<file path="src/rtl/bus_fifo_port.sv">
// bus_fifo_port: local-bus FIFO slave; fabric pushes via valid/ready, software drains through a DATA register
module bus_fifo_port #(
  parameter logic [15:0] BASE           = 16'h0040,
  parameter int          DW             = 16,
  parameter int          LOG2DEPTH      = 4,
  parameter bit          OVERFLOW_MODE  = 1'b0,
  parameter logic [15:0] THRESH_DEFAULT = 16'h0000
) (
  input  logic          clk,
  input  logic          reset,
  input  logic [15:0]   baddr,
  input  logic [15:0]   bwrdata,
  input  logic          bwr,
  input  logic          bstrobe,
  output logic [15:0]   brddata,
  input  logic          in_valid,
  input  logic [DW-1:0] in_data,
  output logic          in_ready,
  output logic          thresh_hit
);
  localparam int DEPTH = 1 << LOG2DEPTH;
  localparam int CW = LOG2DEPTH + 1;
  logic [DW-1:0] mem [DEPTH];
  logic [LOG2DEPTH-1:0] rptr, wptr;
  logic [CW-1:0] count;
  logic [15:0] thresh, drops;
  logic overflow, underflow;
  logic sel, rd_stb, wr_stb, empty, full, flush, pop_req, pop, push, drop, clr_ovf, clr_udf, drop_clr;
  logic [2:0] off;
  assign sel      = baddr[15:3] == BASE[15:3];
  assign off      = baddr[2:0];
  assign rd_stb   = bstrobe & ~bwr & sel;
  assign wr_stb   = bstrobe & bwr & sel;
  assign empty    = count == '0;
  assign full     = count == CW'(DEPTH);
  assign flush    = wr_stb && off == 3'd4 && bwrdata[0];
  assign clr_ovf  = wr_stb && off == 3'd1 && bwrdata[2];
  assign clr_udf  = wr_stb && off == 3'd1 && bwrdata[3];
  assign drop_clr = wr_stb && off == 3'd5;
  assign pop_req  = rd_stb && off == 3'd0;
  assign pop      = pop_req & ~empty & ~flush;
  assign in_ready = ~reset & (OVERFLOW_MODE | ~full);
  // a full FIFO in drop mode still accepts a word when the head leaves in the same cycle
  assign push     = in_valid & in_ready & ~flush & (~full | pop);
  assign drop     = in_valid & in_ready & ~flush & full & ~pop;
  always_comb begin
    brddata = '0;
    if (sel)
      case (off)
        3'd0:    brddata = empty ? '0 : 16'(mem[rptr]);
        3'd1:    brddata = {11'b0, thresh_hit, underflow, overflow, full, empty};
        3'd2:    brddata = 16'(count);
        3'd3:    brddata = thresh;
        3'd5:    brddata = drops;
        default: brddata = '0;
      endcase
  end
  always_ff @(posedge clk)
    if (push) mem[wptr] <= in_data;
  always_ff @(posedge clk) begin
    if (reset) begin
      rptr       <= '0;
      wptr       <= '0;
      count      <= '0;
      thresh     <= THRESH_DEFAULT;
      drops      <= '0;
      overflow   <= 1'b0;
      underflow  <= 1'b0;
      thresh_hit <= 1'b0;
    end else begin
      rptr       <= flush ? '0 : rptr + LOG2DEPTH'(pop);
      wptr       <= flush ? '0 : wptr + LOG2DEPTH'(push);
      count      <= flush ? '0 : count + CW'(push) - CW'(pop);
      if (wr_stb && off == 3'd3) thresh <= bwrdata;
      drops      <= drop_clr ? 16'(drop) : drops + 16'(drop && drops != 16'hFFFF);
      overflow   <= drop | (overflow & ~clr_ovf);
      underflow  <= (pop_req & empty & ~flush) | (underflow & ~clr_udf);
      thresh_hit <= thresh != '0 && 16'(count) >= thresh;
    end
  end
endmodule
</file>
<file path="config.mk">
export PLATFORM = sky130hd
export DESIGN_NAME = bus_fifo_port
export DESIGN_NICKNAME = d
export VERILOG_FILES = /design/src/rtl/bus_fifo_port.sv
export SDC_FILE = /design/constraint.sdc
export NUM_CORES = 1
export LEC_CHECK = 0
export BUFFER_PORTS_ARGS = -buffer_cell sky130_fd_sc_hd__clkbuf_2
export CAP_MARGIN = 20
export CORE_ASPECT_RATIO = 0.9
export CORE_MARGIN = 2
export CORE_UTILIZATION = 50
export CTS_CLUSTER_SIZE = 40
export DETAILED_ROUTE_END_ITERATION = 12
export PLACE_DENSITY_LB_ADDON = 0.08
export SKIP_LAST_GASP = 1
export SLEW_MARGIN = 20
export SYNTH_ARGS = -nofsm -noshare
export SYNTH_HDL_FRONTEND = slang
export SYNTH_SLANG_ARGS = --single-unit
</file>
<file path="constraint.sdc">
create_clock -name clk -period 3.8 [get_ports clk]
set_input_delay 0.76 -clock clk [delete_from_list [all_inputs] [get_ports clk]]
set_output_delay 0.76 -clock clk [all_outputs]
set_load 0.02 [all_outputs]
</file>
Word level (Yosys, flattened, before mapping)

Memory sizes are Yosys's and may differ from the RTL's. A register that Yosys moved wholly into a read port is not among the register bits.
Index checks and enable logic that the tools add are counted.

Register bits after elaboration: 48
Bits in writable memories: 256
Logic and storage cells: 73
Memories: 1

$add $sub $neg: 5
Magnitude comparators: 1
Equal/unequal tests: 8
Muxes and demuxes: 7
Bitwise operators: 27
Reduce and logical (&&, ||, !) cells: 15

Memories:

| name | words | width | rd ports | clocked after memory_dff | wr ports | line | RTL |
|---|---|---|---|---|---|---|---|
| mem  | 16    | 16    | 1        | 1                        | 1        | 23   | `logic [DW-1:0] mem [DEPTH];` |

Operator list:

| operator               | number |
|---|---|
| $pmux W16 S5           | 1 |
| $mux W16               | 2 |
| $add A16 B1 Y16        | 1 |
| $and A1 B1 Y1          | 16 |
| $ge A5 B16 Y1          | 1 |
| $ne A16 B16 Y1 const B | 1 |
| $reduce_bool A16 Y1    | 1 |
| $eq A13 B4 Y1 const B  | 1 |
| $logic_and A1 B1 Y1    | 10 |
| $add A4 B1 Y4          | 2 |
| $not A1 Y1             | 8 |
| $eq A3 B2 Y1 const B   | 2 |
| $eq A3 B3 Y1 const B   | 2 |
| $add A5 B1 Y5          | 1 |
| $eq A5 B5 Y1 const B   | 1 |
| $logic_not A5 Y1       | 1 |
| $sub A5 B1 Y5          | 1 |
| $mux W4                | 1 |
| $reduce_or A2 Y1       | 2 |
| $eq A3 B1 Y1 const B   | 1 |
| $logic_not A3 Y1       | 1 |
| $mux W1                | 3 |
| $or A1 B1 Y1           | 3 |

Longest topological paths before layout

Gate-level depths: netlist (run 1).

Depth after elaboration: 11
Mapped depth: 15

Worst setup path before layout (run 1)

No wires, ideal clock.

Path type: input to register
Start point: input port baddr[11]
End point: register count[4]
Setup time: 0.123 ns
Arrival time: 3.234 ns
Required time: 3.677 ns
Slack: 0.443 ns
Stages: 14
Buffers on the path: 0
Path through: or4_4 > nor4_4 > nand2_1 > nor4_1 > ha_1 > inv_1 > ha_1 > inv_1 > fa_1 > inv_1 > a21oi_1 > nor2_1 > or3_1 > a21oi_1

Longest elaborated chain between the ends: 10

Ends and longest elaborated chain:

| item                              | line   | RTL |
|---|---|---|
| from (decl)                       | 11     | `input logic [15:0] baddr,` |
| $eq A13 B4 Y1 (*)                 | 30     | `assign sel = baddr[15:3] == BASE[15:3];` |
| $and A1 B1 Y1                     | 33     | `assign wr_stb = bstrobe & bwr & sel;` |
| $logic_and A1 B1 Y1 (2 in series) | 36     | `assign flush = wr_stb && off == 3'd4 && bwrdata[0];` |
| $not A1 Y1                        | 41, 44 |  |
| $and A1 B1 Y1                     | 41     | `assign pop = pop_req & ~empty & ~flush;` |
| $or A1 B1 Y1                      | 44     | `assign push = in_valid & in_ready & ~flush & (~full \| pop);` |
| $and A1 B1 Y1                     | 44     |  |
| $add A5 B1 Y5                     | 73     | `count <= flush ? '0 : count + CW'(push) - CW'(pop);` |
| $sub A5 B1 Y5                     | 73     |  |
| to (signal assigned)              | 73     |  |
| to (decl)                         | 25     | `logic [CW-1:0] count;` |

Mark *: on every way between the ends. The rest lies on a longest branch, timed or not.
A chain may end at the register's enable or synchronous reset.

Worst setup path in the final report (run 1)

Start point: register count[2]
End point: output port brddata[6]

Longest elaborated chain between the ends: 4

Ends and longest elaborated chain:

| item             | line | RTL |
|---|---|---|
| $logic_not A5 Y1 | 34   | `assign empty = count == '0;` |
| $mux W16         | 50   | `3'd0: brddata = empty ? '0 : 16'(mem[rptr]);` |
| $pmux W16 S5     | 49   | `case (off)` |
| $mux W16         | 48   | `if (sel)` |
| to (decl)        | 15   | `output logic [15:0] brddata,` |

Every way passes these cells.

==> impl_results.md, run 1 <==
- Register area: 0.00865 mm2
- Cells after synthesis: 736
- Max-cap violation count: 0
- Yosys reg bits: about 300
- Via-to-Cell Ratio: roughly 5.7
- Min-delay src: bwrdata[11]
- Worst reg2reg path endpoint: mem[4][3]$_DFFE_PP_
- Overflow left after global routing: 0
- Sequential area share after synthesis: slightly below 70%
- Number of global-route vias before repair: a little under 7000
- H-tree levels: 1
- Final slew viol count: 0
- Final #Nets: 918
- Post-synth ARST share: 0%
- Largest net degree at the start of global routing: 44
- VDD IR max: 373 uV
- Die X: 171 um
- Post-DRT Antenna Nets: 0
- Clk pin slew, worst setup/hold paths: 0.06 ns
- DRT Pass-1 Iters: 5
- Leakage: 4.79 nW
- Cts bufs inserted: 31
- First-pass GRT wire length: around 42000 um
- Fraction of layout cells with a size suffix above 1: between 30% and 40%
- Cell Area, Synth: roughly 0.013 mm2
- Switching pwr: ~1.4 mW
- Most used DFF post-synth: edfxtp_1
- HPWL after DPL: 17800 um
- Clock Sink Count: between 300 and 400
- Port Buffer Count: 70
- Max stage delay on crit path: about 0.47 ns
- Area occupied by multi-input gates: about 0.0036 mm2
- Non-filler cells, final: 1206
- # IOs: between 70 and 80
- Critical-path top delay cell: or4_4
- Synth Net Count: 808
- Seq pwr share: 53.1%
- Avg Synthesized Cell Area: around 17 um2
- # fillers: roughly 1800
- Internal: roughly 5.5 mW
- Slew of the pin with the lowest slew margin: about 1 ns
- Clock root cell: clkbuf_16
- Reg-to-Reg Start: count[2]$_SDFF_PP0_
- Ratio of final minimum period to clock period: 94.6%
- Gr usage total: between 20 and 25%
- Comb pwr share: 4.8%
- Clock power frac: 42.1%
- Final Skew: approximately 0.008 ns
- Number of cells on the worst hold path: 3
- Pwr Density: between 400 and 500 mW/mm2
- CTS max path bufs: 3
- Core area: ~0.024 mm2
- CP cell instances: inv_1, ha_1, nor4b_1, or4_4, nor2_2, buf_4, a222oi_1, a21oi_1, clkbuf_2
- N_diodes: 0
- Synth warn: 0
- Routed via count: 6891
- Post-route minimum period: between 3 and 4 ns
- Total power: 6.94 mW
- Initial antenna violation count: 0
- Worst skew pair latency: ~0.55 ns
- Max_slew headroom: 32.3%
- Sw Share: a little over 20%
- # setup viols final: 0
- Die ar.: 0.0263 mm2
- Post-synth cell types: 47
- Most frequent cells in the layout: edfxtp_1 (256), clkbuf_2 (70), mux4_2 (60)
- DR iter-0 viols: 786
- Critical Path End Type: output pin
- Final WL: ~28000 um
- Status: completed
- Commonest non-fill, non-tap cell in the layout: edfxtp_1
- Worst min path class: in -> reg
- Reg2reg setup slack: 0.38 ns
- Worst endpoint data arrival time: ~2.8 ns
- Initial Util: approximately 51%
- RD Place Congestion: slightly below 0.9
- RSZ-0062 raised after global routing: false
- CP Launch Type: register
- Drt wl/cell: 23.2 um
- Post-synth EDFFs: between 200 and 300
- Final hold viol count: 0
- Max frequency: approximately 0.28 GHz
- Residual DRC: 0
- Die Y-Extent: roughly 150 um
- CTS tree: yes
- Critical path peak fanout: 10
- Critical Path RT: about 3.0 ns
- Reg2Reg Depth: 9
- Worst Hold End: thresh[11]$_SDFFE_PP0P_
- Area growth syn-to-layout: 16.1%
- Placed Cells: 1138
- Row count: 54
- Crit path kind: reg -> out
-- worst max path at each step --
| stage | startpoint | to | cells past startpoint |
|---|---|---|---|
| after floorplan | baddr[11] | count[4]$_SDFF_PP0_ | 14 |
| after global placement | baddr[11] | count[4]$_SDFF_PP0_ | 15 |
| after detailed placement | baddr[11] | count[4]$_SDFF_PP0_ | 15 |
| after CTS | count[2]$_SDFF_PP0_ | brddata[13] | 9 |
| after global routing | count[2]$_SDFF_PP0_ | brddata[13] | 9 |
| final | count[2]$_SDFF_PP0_ | brddata[6] | 9 |
-- cell families after synthesis --
logic type	count (synthesis)	synth area share [%]
AO/OA/AOI/OAI	70	3.65
adder cells (fa/ha/maj)	19	1.96
AND/OR/NAND/NOR	163	6.53
other	1	0.0300
multiplexers	101	15.0
XOR/XNOR	21	1.47
flip-flops	304	69.2
buffers and inverters	57	2.20
-- stage by stage --
| step | hold slack [ns] | setup TNS, ns | setup WS [ns] | area, um2 | util (%) |
|---|---|---|---|---|---|
| floorplan | 0.441 | 0 | 0.443 | 12500 | - |
| global placement | 0.464 | 0 | 0.0933 | 13400 | 55.1 |
| detailed placement | 0.465 | -0.0372 | -0.0372 | 13400 | 55.1 |
| CTS | 0.428 | 0 | 0.0213 | 14400 | 59.1 |
| global route | 0.450 | 0 | 0.00552 | 14500 | 59.5 |
| finish | 0.444 | 0 | 0.205 | 14500 | 59.5 |
-- registers in the layout, indices dropped and copies added, names as in the netlist, 4 cells and up --
name	count
mem	256
drops	16
thresh	16
count	5
rptr	4
wptr	4
-- power by group through the flow --
stage	logic (mW)	registers (mW)	clock network [mW]
after floorplan	0.184	3.75	0
after global placement	0.318	3.75	0
after detailed placement	0.330	3.75	0
after CTS	0.333	3.68	2.98
after global routing	0.370	3.69	3.11
final	0.332	3.68	2.92
-- synth_stat cells (3+ instances only) --
cell type	instances	area (um2)
nor3_1	4	20.0
inv_1	19	71.3
nor2b_1	4	25.0
buf_2	9	45.0
nand3_1	26	130
ha_1	18	225
mux4_2	60	1350
a21oi_1	39	195
mux2_2	37	417
buf_1	5	18.8
nand4_1	7	43.8
nand2b_1	3	18.8
buf_4	3	22.5
and2_1	8	50.1
nor4_1	6	37.5
nor2_1	45	169
xor2_1	16	140
a221oi_1	4	35.0
dfxtp_1	48	961
a21o_1	3	22.5
nand2_1	37	139
clkbuf_1	17	63.8
and3_1	8	50.1
edfxtp_1	256	7690
xnor2_1	5	43.8
buf_6	3	33.8
mux4_1	4	105
o21ai_0	3	15.0
a22oi_1	7	52.6
a222oi_1	11	110
-- routing by layer --
| metal | part of all wire [%] | track usage [%] | wire [um] |
|---|---|---|---|
| met4 | 1.5 | 4.31 | 413 |
| met5 | 0 | 0 | 0 |
| met3 | 7.2 | 4.74 | 2010 |
| met2 | 46 | 34.3 | 13000 |
| met1 | 45 | 31.8 | 12600 |
-- worst max-delay path: cells and delay by family, from the launching register on --
kind	cells	cell delay [ns]
buffers and inverters	3	0.51
adders and majority gates	1	0.21
DFF	1	0.39
and+or+nand+nor	3	0.76
AOI/OAI and AO/OA	2	0.40
-- area by class of cell --
| type | count | share of cell area, % |
|---|---|---|
| clock buffer | 46 | 5.80 |
| clock inverter | 11 | 0.914 |
| inverter | 19 | 0.491 |
| multi-input combinational | 375 | 25.1 |
| sequential | 304 | 59.6 |
| tap | 336 | 2.90 |
| timing repair buffer | 115 | 5.17 |
-- what timing repair did --
| item | CTS | global route |
|---|---|---|
| gates resized for setup | 1 | 3 |
| buffers inserted | 0 | 11 |
| pin swaps | 0 | 3 |
| endpoints found under the hold margin | 0 | 0 |
| hold buffers | 0 | 0 |
| setup endpoints to repair | 13 | 15 |
Power figures use the tool's default switching activity.
==> run 2: changes to the inputs <==
--- a/config.mk
+++ b/config.mk
@@ -7,7 +7,7 @@
 export LEC_CHECK = 0
 export BUFFER_PORTS_ARGS = -buffer_cell sky130_fd_sc_hd__clkbuf_2
 export CAP_MARGIN = 20
-export CORE_ASPECT_RATIO = 0.9
+export CORE_ASPECT_RATIO = 2
 export CORE_MARGIN = 2
 export CORE_UTILIZATION = 50
 export CTS_CLUSTER_SIZE = 40
==> impl_results.md, run 2 (synthesis gave the netlist of run 1 again) <==
- Initial antenna violation count: 0
- Post-Place Worst Slack: 0.0631 ns
- RSZ-0062 raised after global routing: false
- Placed Cells: between 1000 and 1500
- Gr usage total: 23.1%
- Clock root cell: clkbuf_16
- Critical-path top delay cell: dfxtp_4
- Seq pwr share: between 50% and 60%
- DRT Pass-1 Iters: 5
- # setup viols final: 0
- RD Place Congestion: a little under 0.9
- Commonest non-fill, non-tap cell in the layout: edfxtp_1
- Die Y-Extent: roughly 230 um
- Final #Nets: 900
- Ratio of final minimum period to clock period: between 90% and 100%
- Clock Sink Count: about 300
- Post-CTS setup repair buffer count: 0
- Critical Path End Type: output pin
- Die ar.: 0.0264 mm2
- Switching pwr: about 1.4 mW
- DR iter-0 viols: 539
- CP delay by family, top: multiplexers
- Port Buffer Count: 70
- Post-route cell area: ~0.014 mm2
- Status: completed
- DP Area: 0.0134 mm2
- Initial Util: 51.0%
- Via-to-Cell Ratio: 5.89
- Min Hold Slack: 0.463 ns
- Internal: about 5.3 mW
- Post-DRT Antenna Nets: 0
- Overflow left after global routing: 0
- Largest net degree at the start of global routing: 67
- Number of global-route vias before repair: between 7000 and 8000
- Final WL: approximately 30000 um
- Area growth syn-to-layout: 14.0%
- Max frequency: 0.273 GHz
- Drt wl/cell: 25.2 um
- Slew of the pin with the lowest slew margin: around 0.94 ns
- Worst min path class: in -> reg
- Final Skew: around 0.016 ns
- Final worst slack: between 0.1 and 0.15 ns
- Critical path peak fanout: 17
- Worst skew pair latency: around 0.54 ns
- Worst setup startpoint: rptr[0]$_SDFF_PP0_
- Stages on worst setup path: 6
- # IOs: 71
- Sw Share: 20.9%
- Die X: between 100 and 150 um
- Crit path kind: reg -> out
- Final slew viol count: 0
- CP Launch Type: register
- Clock power frac: between 30 and 40%
- CTS max path bufs: 3
- Worst path bufs/invs: 2
- Critical Path RT: approximately 3.0 ns
- Reg-to-Reg Start: count[2]$_SDFF_PP0_
- Largest Register: mem
- Largest registers: mem (256), drops (16), thresh (16)
- VDD IR max: 376 uV
- HPWL after DPL: approximately 20000 um
- Worst endpoint data arrival time: slightly below 3 ns
- Most frequent cells in the layout: edfxtp_1 (256), clkbuf_2 (69), mux4_2 (60)
- CTS tree: yes
- Leakage: between 4 and 5 nW
- Routed via count: 6940
- Reg2Reg Depth: 9
- Clk pin slew, worst setup/hold paths: ~0.070 ns
- Max-cap violation count: 0
- Max reg flops: 256
- Comb pwr share: 5.4%
- Worst setup path end: brddata[7]
- Max stage delay on crit path: 0.59 ns
- Core area: ~0.025 mm2
- Row count: about 80
- H-tree levels: 1
- Final hold viol count: 0
- Post-route minimum period: about 3.7 ns
- First-pass GRT wire length: 43900 um
- Max_slew headroom: a little over a third
- Non-filler cells, final: around 1200
- Pwr Density: 469 mW/mm2
- Reg2reg setup slack: 0.51 ns
- CP cell instances: buf_4, mux4_2, mux2_2, a222oi_1, a21oi_1, buf_2
- Residual DRC: 0
- Cts bufs inserted: 27
- Fin Setup TNS: 0 ns
- Fraction of layout cells with a size suffix above 1: a little under a third
- Worst reg2reg path endpoint: mem[12][7]$_DFFE_PP_
==> run 2: cell count changes in the layout (fill, tap and decap cells not counted), sizes merged <==
cell,before,now
clkinv,7,11
buf,45,32
clkbuf,116,98
diode,0,1
clkinvlp,0,2
==> run 2: final cells by class <==
type                    count  area (um2)
clock buffers              29         683
fillers                  1928       10300
diodes                      1        2.50
multi-input cells         375        3650
clock inverters            17         159
well taps                 332         415
repair buffers            101         616
flip-flops and latches    304        8650
inverters                  19        71.3
==> run 2: per-layer routing <==
layer | global-route usage (%) | share of wire [%] | up-vias
met5 | 0 | 0 | -
met4 | 10.2 | 4.1 | 0
met3 | 3.50 | 5.3 | 68
met2 | 42.4 | 55 | 256
met1 | 26.3 | 36 | 3536
li1 | - | - | 3080
==> run 2: power by group through the flow <==
stage	clock, mW	combinational (mW)	sequential (mW)
after global placement	0	0.334	3.75
final	2.64	0.359	3.69
after CTS	2.71	0.353	3.69
after floorplan	0	0.184	3.75
after global routing	2.83	0.397	3.69
after detailed placement	0	0.351	3.76
==> run 2: worst min-delay path by stage <==
stage,startpoint,endpoint,cells after the start
after global routing,bwrdata[4],thresh[4]$_SDFFE_PP0P_,3
after floorplan,thresh[4]$_SDFFE_PP0P_,thresh[4]$_SDFFE_PP0P_,2
after CTS,bwrdata[15],thresh[15]$_SDFFE_PP0P_,3
after detailed placement,thresh[9]$_SDFFE_PP0P_,thresh[9]$_SDFFE_PP0P_,2
after global placement,thresh[8]$_SDFFE_PP0P_,thresh[8]$_SDFFE_PP0P_,2
final,bwrdata[15],thresh[15]$_SDFFE_PP0P_,3
==> run 2: repair_timing <==
item / in CTS / in global routing
hold buffers: 0 / 0
hold endpoints to repair: 0 / 0
resized for setup: 0 / 5
setup endpoints to repair: 0 / 8
==> run 2: through the flow <==
stage	utilization (%)	total power, mW
2_1_floorplan	-	3.93
3_3_place_gp	54.5	4.09
3_5_place_dp	54.6	4.11
4_1_cts	58.0	6.74
5_1_grt	58.1	6.91
6_report	58.1	6.69
==> run 2: worst min-delay path: cells and delay by family <==
kind            cells  cell delay [ns]
compound gates      1             0.06
buf+inv             1             0.08
simple gates        1             0.05
==> run 3: changes to the inputs <==
--- a/config.mk
+++ b/config.mk
@@ -7,7 +7,6 @@
 export LEC_CHECK = 0
 export BUFFER_PORTS_ARGS = -buffer_cell sky130_fd_sc_hd__clkbuf_2
 export CAP_MARGIN = 20
-export CORE_ASPECT_RATIO = 2
 export CORE_MARGIN = 2
 export CORE_UTILIZATION = 50
 export CTS_CLUSTER_SIZE = 40
==> impl_results.md, run 3 (synthesis gave the netlist of run 1 again) <==
- Non-filler cells, final: 1198
- Gr usage total: roughly 22%
- CTS max path bufs: 3
- Worst min path class: reg -> reg
- Clk pin slew, worst setup/hold paths: around 0.060 ns
- Slew of the pin with the lowest slew margin: slightly above 1 ns
- Die Y-Extent: approximately 160 um
- Drt wl/cell: roughly 24 um
- Switching pwr: around 1.5 mW
- Commonest non-fill, non-tap cell in the layout: edfxtp_1
- First-pass GRT wire length: 43400 um
- Fin Setup TNS: 0 ns
- Worst skew pair latency: approximately 0.5 ns
- N_diodes: 0
- Most frequent cells in the layout: edfxtp_1 (256), clkbuf_2 (70), mux4_2 (60)
- Initial antenna violation count: 0
- Largest Register: mem
- RD Place Congestion: 0.823
- Critical Path End Type: output pin
- Util after Layout: around three fifths
- Leakage: between 4 and 5 nW
- DRT Pass-1 Iters: 6
- RSZ-0062 raised after global routing: false
- Ratio of final minimum period to clock period: around 95%
- Final WL: 28300 um
- Number of global-route vias before repair: roughly 7200
- H-tree levels: 2
- Comb pwr share: slightly below 5%
- Initial Util: about half
- Max frequency: ~0.28 GHz
- Post-route cell area: approximately 0.015 mm2
- Die X: roughly 160 um
- Largest registers: mem (256), drops (16), thresh (16)
- Seq pwr share: a little over 50%
- Routed via count: 6979
- Clock Sink Count: approximately 300
- Cts bufs inserted: 34
- Critical Path RT: just over 3 ns
- Row count: 57
- Final Skew: approximately 0.018 ns
- # setup viols final: 0
- Min Hold Slack: 0.479 ns
- Max reg flops: between 200 and 300
- Die ar.: around 0.026 mm2
- Port Buffer Count: 70
- HPWL after DPL: approximately 19000 um
- Placed Cells: ~1100
- Status: completed
- Final #Nets: just over 900
- Crit path kind: reg -> out
- DP Area: 0.0134 mm2
- Via-to-Cell Ratio: around 5.8
- VDD IR max: just under 500 uV
- DR iter-0 viols: about 630
- Post-DRT Antenna Nets: 0
- Worst endpoint data arrival time: ~2.9 ns
- Critical path peak fanout: 19
- Pwr Density: a little under 500 mW/mm2
- Overflow left after global routing: 0
- Internal: roughly 5.6 mW
- Core area: 0.0245 mm2
- Clock power frac: a little over two fifths
- CP Launch Type: register
- Area growth syn-to-layout: 16.7%
- Largest net degree at the start of global routing: 29
- Post-route minimum period: between 3 and 4 ns
- Final slew viol count: 0
- Clock root cell: clkbuf_16
- # IOs: 71
- Final hold viol count: 0
- CTS tree: yes
- Residual DRC: 0
- Sw Share: around 21%
- Fraction of layout cells with a size suffix above 1: approximately a third
- Max-cap violation count: 0
- Max_slew headroom: between 30% and 40%
==> run 3: cell type report <==
| cell class | instances | area, um2 |
|---|---|---|
| Clock buffer | 45 | 913 |
| Clock inverter | 15 | 129 |
| Fill cell | 1851 | 9870 |
| Inverter | 19 | 71.3 |
| Multi-Input combinational cell | 375 | 3660 |
| Sequential cell | 304 | 8660 |
| Tap cell | 324 | 405 |
| Timing Repair Buffer | 116 | 756 |
==> run 3: timing repair <==
item	CTS	global route
setup endpoints to repair	12	15
resized for setup	3	5
pin swaps	3	1
hold buffers	0	0
endpoints found under the hold margin	0	0
setup buffers	1	8
==> run 3: final timing paths <==
check,startpoint,to,slack [ns],cells past startpoint
setup reg to reg,count[2]$_SDFF_PP0_,mem[4][0]$_DFFE_PP_,0.44,9
hold / removal,thresh[4]$_SDFFE_PP0P_,thresh[4]$_SDFFE_PP0P_,0.48,2
setup / recovery,rptr[0]$_SDFF_PP0_,brddata[10],0.18,6
hold reg to reg,thresh[4]$_SDFFE_PP0P_,thresh[4]$_SDFFE_PP0P_,0.48,2
==> run 3: stage by stage <==
stage	power, mW	setup slack [ns]
after CTS	7.17	0.0205
after floorplan	3.93	0.443
after global routing	7.35	0.0280
after detailed placement	4.09	0.00194
after global placement	4.08	0.0960
final	7.10	0.182
==> run 3: layer usage <==
metal  wire [um]  GRT usage (%)  up-vias
li1            -              -     3129
met1       12100           31.1     3565
met2       13700           36.3      220
met3        1590           3.45       65
met4         842           7.52        0
met5           0              0        -
==> run 3: power groups by stage <==
stage | Clock [mW] | Combinational (mW) | Sequential, mW
final | 3.07 | 0.349 | 3.68
after detailed placement | 0 | 0.341 | 3.75
after floorplan | 0 | 0.184 | 3.75
after CTS | 3.14 | 0.349 | 3.68
after global placement | 0 | 0.328 | 3.75
after global routing | 3.27 | 0.389 | 3.69
==> run 3: worst max-delay path, stage by stage, from the launching register on <==
cell and delay, ns:
dfxtp_4 0.46, buf_12 0.23, mux4_2 0.53, mux2_2 0.32, a222oi_1 0.44, a21oi_1 0.17
clkbuf_2 0.19
